--- config.mk ---
export PLATFORM = sky130hd
export DESIGN_NAME = ram_bist_ctrl
export DESIGN_NICKNAME = d
export VERILOG_FILES = /design/src/rtl/ram_bist_ctrl.sv
export SDC_FILE = /design/constraint.sdc
export NUM_CORES = 1
export LEC_CHECK = 0
export ABC_AREA = 1
export BUFFER_PORTS_ARGS = -buffer_cell sky130_fd_sc_hd__buf_4
export CAP_MARGIN = 15
export CORE_MARGIN = 2
export CORE_UTILIZATION = 47
export DETAILED_ROUTE_END_ITERATION = 16
export GPL_ROUTABILITY_DRIVEN = 0
export GPL_TIMING_DRIVEN = 0
export PLACE_DENSITY_LB_ADDON = 0.15
export SLEW_MARGIN = 20
export SYNTH_ARGS = -nofsm -noshare
export SYNTH_HDL_FRONTEND = slang
export SYNTH_SLANG_ARGS = --single-unit
--- constraint.sdc ---
create_clock -name clk_i -period 3.4 [get_ports clk_i]
set_clock_uncertainty 0.1 [all_clocks]
set_input_delay 0.68 -clock clk_i [delete_from_list [all_inputs] [get_ports clk_i]]
set_output_delay 0.68 -clock clk_i [all_outputs]
set_load 0.01 [all_outputs]
--- src/rtl/ram_bist_ctrl.sv ---
// March C- style BIST initiator for a single-port synchronous RAM with one-cycle read latency.
// Reports pass/fail and the first failing address; RAM ports are only driven while busy_o.
module ram_bist_ctrl #(
  parameter int unsigned Width   = 32,
  parameter int unsigned Depth   = 128,
  parameter int unsigned Aw      = $clog2(Depth),
  parameter logic [31:0] Pattern = 32'h5555_5555
) (
  input  logic             clk_i,
  input  logic             rst_ni,
  input  logic             start_i,
  output logic             busy_o,
  output logic             done_o,
  output logic             pass_o,
  output logic [Aw-1:0]    err_addr_o,
  output logic             req_o,
  output logic             write_o,
  output logic [Aw-1:0]    addr_o,
  output logic [Width-1:0] wdata_o,
  input  logic             rvalid_i,
  input  logic [Width-1:0] rdata_i
);

  localparam logic [Width-1:0] Pat      = Width'(Pattern);
  localparam logic [Aw-1:0]    LastAddr = Aw'(Depth - 1);

  typedef enum logic [3:0] {
    S_IDLE,
    S_WR0,
    S_RDA,
    S_WRA,
    S_RDB,
    S_WRB,
    S_RDC,
    S_DRAIN,
    S_FIN
  } state_e;

  state_e            state_q, state_d;
  logic [Aw-1:0]     addr_q, addr_d;
  logic              pend_q, pend_d;
  logic [Aw-1:0]     pend_addr_q, pend_addr_d;
  logic              pass_q, pass_d;
  logic [Aw-1:0]     err_addr_q, err_addr_d;

  logic              cmp_en;
  logic [Aw-1:0]     cmp_addr;
  logic [Width-1:0]  cmp_exp;
  logic              mismatch;

  always_ff @(posedge clk_i or negedge rst_ni) begin
    if (!rst_ni) begin
      state_q     <= S_IDLE;
      addr_q      <= '0;
      pend_q      <= 1'b0;
      pend_addr_q <= '0;
      pass_q      <= 1'b0;
      err_addr_q  <= '0;
    end else begin
      state_q     <= state_d;
      addr_q      <= addr_d;
      pend_q      <= pend_d;
      pend_addr_q <= pend_addr_d;
      pass_q      <= pass_d;
      err_addr_q  <= err_addr_d;
    end
  end

  always_comb begin
    state_d     = state_q;
    addr_d      = addr_q;
    pend_d      = 1'b0;
    pend_addr_d = pend_addr_q;
    pass_d      = pass_q;
    err_addr_d  = err_addr_q;
    req_o       = 1'b0;
    write_o     = 1'b0;
    addr_o      = '0;
    wdata_o     = '0;
    cmp_en      = 1'b0;
    cmp_addr    = addr_q;
    cmp_exp     = Pat;
    busy_o      = (state_q != S_IDLE) && (state_q != S_FIN);
    done_o      = (state_q == S_FIN);

    unique case (state_q)
      S_IDLE, S_FIN: begin
        if (start_i) begin
          state_d    = S_WR0;
          addr_d     = '0;
          pass_d     = 1'b0;
          err_addr_d = '0;
        end
      end
      S_WR0: begin
        req_o   = 1'b1;
        write_o = 1'b1;
        addr_o  = addr_q;
        wdata_o = Pat;
        if (addr_q == LastAddr) begin
          state_d = S_RDA;
          addr_d  = '0;
        end else begin
          addr_d = addr_q + Aw'(1);
        end
      end
      S_RDA: begin
        req_o   = 1'b1;
        addr_o  = addr_q;
        state_d = S_WRA;
      end
      // The write-back is decoded from state alone, so it also goes out in a failing compare cycle.
      S_WRA: begin
        req_o   = 1'b1;
        write_o = 1'b1;
        addr_o  = addr_q;
        wdata_o = ~Pat;
        cmp_en  = 1'b1;
        cmp_exp = Pat;
        if (addr_q == LastAddr) begin
          state_d = S_RDB;
        end else begin
          state_d = S_RDA;
          addr_d  = addr_q + Aw'(1);
        end
      end
      S_RDB: begin
        req_o   = 1'b1;
        addr_o  = addr_q;
        state_d = S_WRB;
      end
      S_WRB: begin
        req_o   = 1'b1;
        write_o = 1'b1;
        addr_o  = addr_q;
        wdata_o = Pat;
        cmp_en  = 1'b1;
        cmp_exp = ~Pat;
        if (addr_q == '0) begin
          state_d = S_RDC;
        end else begin
          state_d = S_RDB;
          addr_d  = addr_q - Aw'(1);
        end
      end
      // Pipelined reads: each cycle compares the read issued one cycle earlier.
      S_RDC: begin
        req_o       = 1'b1;
        addr_o      = addr_q;
        pend_d      = 1'b1;
        pend_addr_d = addr_q;
        cmp_en      = pend_q;
        cmp_addr    = pend_addr_q;
        if (addr_q == LastAddr) begin
          state_d = S_DRAIN;
        end else begin
          addr_d = addr_q + Aw'(1);
        end
      end
      S_DRAIN: begin
        cmp_en   = 1'b1;
        cmp_addr = pend_addr_q;
        state_d  = S_FIN;
        pass_d   = 1'b1;
      end
      default: state_d = S_IDLE;
    endcase

    mismatch = cmp_en && (!rvalid_i || (rdata_i != cmp_exp));
    if (mismatch) begin
      state_d    = S_FIN;
      pass_d     = 1'b0;
      err_addr_d = cmp_addr;
    end
  end

  assign pass_o     = pass_q;
  assign err_addr_o = err_addr_q;

endmodule

==> metrics.md <==
| Metric | Value |
|---|---|
| Post-route setup slack | 682.8 ps |
| Critical Path RT | 2620 ps |
| Synth cell count leaders | nand2_1 (73), nor2_1 (52), buf_4 (31) |
| Maximum vdd drop | 0.2670 mV |
| I/O Pins | 87 |
| Overflow left after global routing | 0 |
| Crit-path cells | inv_2 -> nand2_2 -> nor2_1 -> buf_4 -> buf_4 |
| Buf/Inv on CP | 3 |
| Synth area leaders | dfrtp_1 (30%), nand2_1 (12%), buf_4 (10%), nor2_1 (8.7%), nand3_1 (6.7%) |
| Count leader, synth | nand2_1 |
| Drt total wl | 5.298 mm |
| Synth async-reset ratio | 1.000 |
| Slowest CP cell | nor2_1 |
| Final Setup Violations | 0 |
| Clk root buf | clkbuf_8 |
| NumNets Final | 461 |
| Vias in the first global route | 2093 |
| HP Class | input port to async pin |
| Arrival @ worst endpoint | 1940 ps |
| Synth Cell Area | 0.002246 mm² |
| Initial Util | 0.4819 |
| Share of layout cells above drive strength 1 | 0.3753 |
| Number of synthesized flops with an enable pin | 0 |
| Cell mode on critical path | buf_4 |
| Relative max-transition margin | 0.4309 |
| Fin. max-slew vios | 0 |
| Cell Area, Placed | 0.002959 mm² |
| WHS | 204.0 ps |
| Final Non-Filler Cells | 475 |
| Total Routing Usage GR | 0.2122 |
| Row Count | 25 |
| Initial antenna violation count | 0 |
| Routed len/inst | 11.15 µm |
| CTS sink count | 27 |
| Via density per instance | 4.829 |
| CTS tree | yes |
| Placed insts | 471 |
| Leak Pwr | 1.687 nW |
| Post-CTS Setup Bufs | 0 |
| Path depth of the worst reg2reg path | 10 |
| CTS Buf Count | 3 |
| First-pass GRT wire length | 9.066 mm |
| WP depth | 5 |
| Residual DRC | 0 |
| FMAX | 0.3680 GHz |
| Clk_lat worst skew | 270 ps |
| Die Ht | 73.13 µm |
| Worst Path Max Fanout | 16 |
| DP HPWL | 4.131 mm |
| Crit Path Category | register to output port |
| Crit path max-delay family | simple AND/OR/NAND/NOR gates |
| Worst setup SP type | register |
| Yosys cell types | 32 |
| Register area share after synthesis | 0.3008 |
| Hold-fix buffers at CTS | 0 |
| Primary FF master, synth | dfrtp_1 |
| Post-synth top area share | 0.3008 |
| Diode count | 0 |
| Initial DRC Count | 139 |
| Hold Vio Cnt, Final | 0 |
| Routed Antenna Nets | 0 |
| Minimum clock period | 2717 ps |
| Syn Nets | 370 |
| Die ar. | 0.005347 mm² |
| Ys Warns | 0 |
| RSZ-0062 raised after global routing | false |
| Fin util | 0.6446 |
| Area leader, netlist | dfrtp_1 |
| Port Buffers | 86 |
| CP Capture Type | output port |
| Tcrit/Tclk final | 0.7992 |
| H-Tree Level Count | 1 |
| Clock slew at reported path FFs | 90 ps |
| Worst path max stage delay | 660 ps |
| MaxCap Viol Count | 0 |
| Die width | 73.13 µm |
| P&R area growth vs syn | 33.76% |
| Worst slew pin tran | 850.5 ps |
| Cts repair resizes | 0 |
| Core area | 0.004661 mm² |
| Final non-filler cell area | 0.003004 mm² |
| Total Power | 1.672 mW |
| DR vias | 2294 |
| Setup WS pre-CTS | 965.1 ps |
| Largest net degree at the start of global routing | 28 |
| Yosys reg bits | 27 |
| Status | finished, final reports clean |
| Post-Synthesis Cells | 331 |
| Synth Area per Inst | 6.785 µm² |
| PwrDens | 556.7 mW/mm² |
| DRT Pass-1 Iters | 4 |
| Setup_tns | 0 ps |
| Longest Clk Path Bufs | 2 |
## registers in the layout, indices dropped and copies added (netlist names)
signal and cells:
err_addr_o 7, pend_addr_q 7, state_q 4, pass_o 1, addr_q 7, pend_q 1
## worst paths after layout
check	startpoint	endpoint	slack [ps]
worst max-delay path	state_q[1]	wdata_o[10]	680
worst min-delay path	rst_ni	pass_o	200
worst max register to register	addr_q[1]	addr_q[5]	1390
worst min register to register	pend_addr_q[3]	pend_addr_q[3]	400
max in group asynchronous	rst_ni	err_addr_o[4]	2730
min in group clk_i	pend_addr_q[3]	pend_addr_q[3]	400
## final cells by class
cell class	count	area, µm²
plain buffers	33	241.5
clock buffers	4	45.04
fillers	452	1657
inverters	37	141.4
multi-input cells	234	1187
flip-flops and latches	27	675.6
well taps	54	67.56
repair buffers	86	645.6
## layer usage
layer | up-vias | share of wire | wire [µm] | track usage
met1 | 1015 | 0.46 | 2429 | 0.2867
met4 | 0 | 0.011 | 58 | 0.05556
met2 | 68 | 0.47 | 2503 | 0.3534
li1 | 1205 | - | - | -
met5 | - | 0 | 0 | 0
met3 | 6 | 0.058 | 306 | 0.03315
## cell usage in the layout (no fill, tap or decap), types with 4 or more instances in the layout
| master | instances |
|---|---|
| dfrtp_1 | 27 |
| o21ai_0 | 15 |
| nand3_1 | 30 |
| a21oi_1 | 12 |
| nor2_2 | 4 |
| buf_4 | 117 |
| inv_1 | 29 |
| nor2_4 | 6 |
| o21ai_1 | 5 |
| inv_2 | 7 |
| nand4_1 | 4 |
| nand2_1 | 73 |
| nor2_1 | 52 |
| nand2_2 | 7 |
## cell families (layout without fill, tap and decap cells)
| family | count (synthesis) | in the layout | share of synthesized area |
|---|---|---|---|
| adder cells (fa/ha/maj) | 3 | 3 | 0.01671 |
| AO/OA/AOI/OAI | 38 | 38 | 0.09638 |
| flip-flops | 27 | 27 | 0.3008 |
| buffers and inverters | 70 | 160 | 0.1705 |
| AND/OR/NAND/NOR | 191 | 191 | 0.4078 |
| XOR/XNOR | 2 | 2 | 0.007801 |
## power by group
group	internal [mW]	switching, mW
registers	0.350	0.0430
logic	0.530	0.567
clock network	0.0841	0.0980
Note: power is estimated with default switching activity, not from simulation.
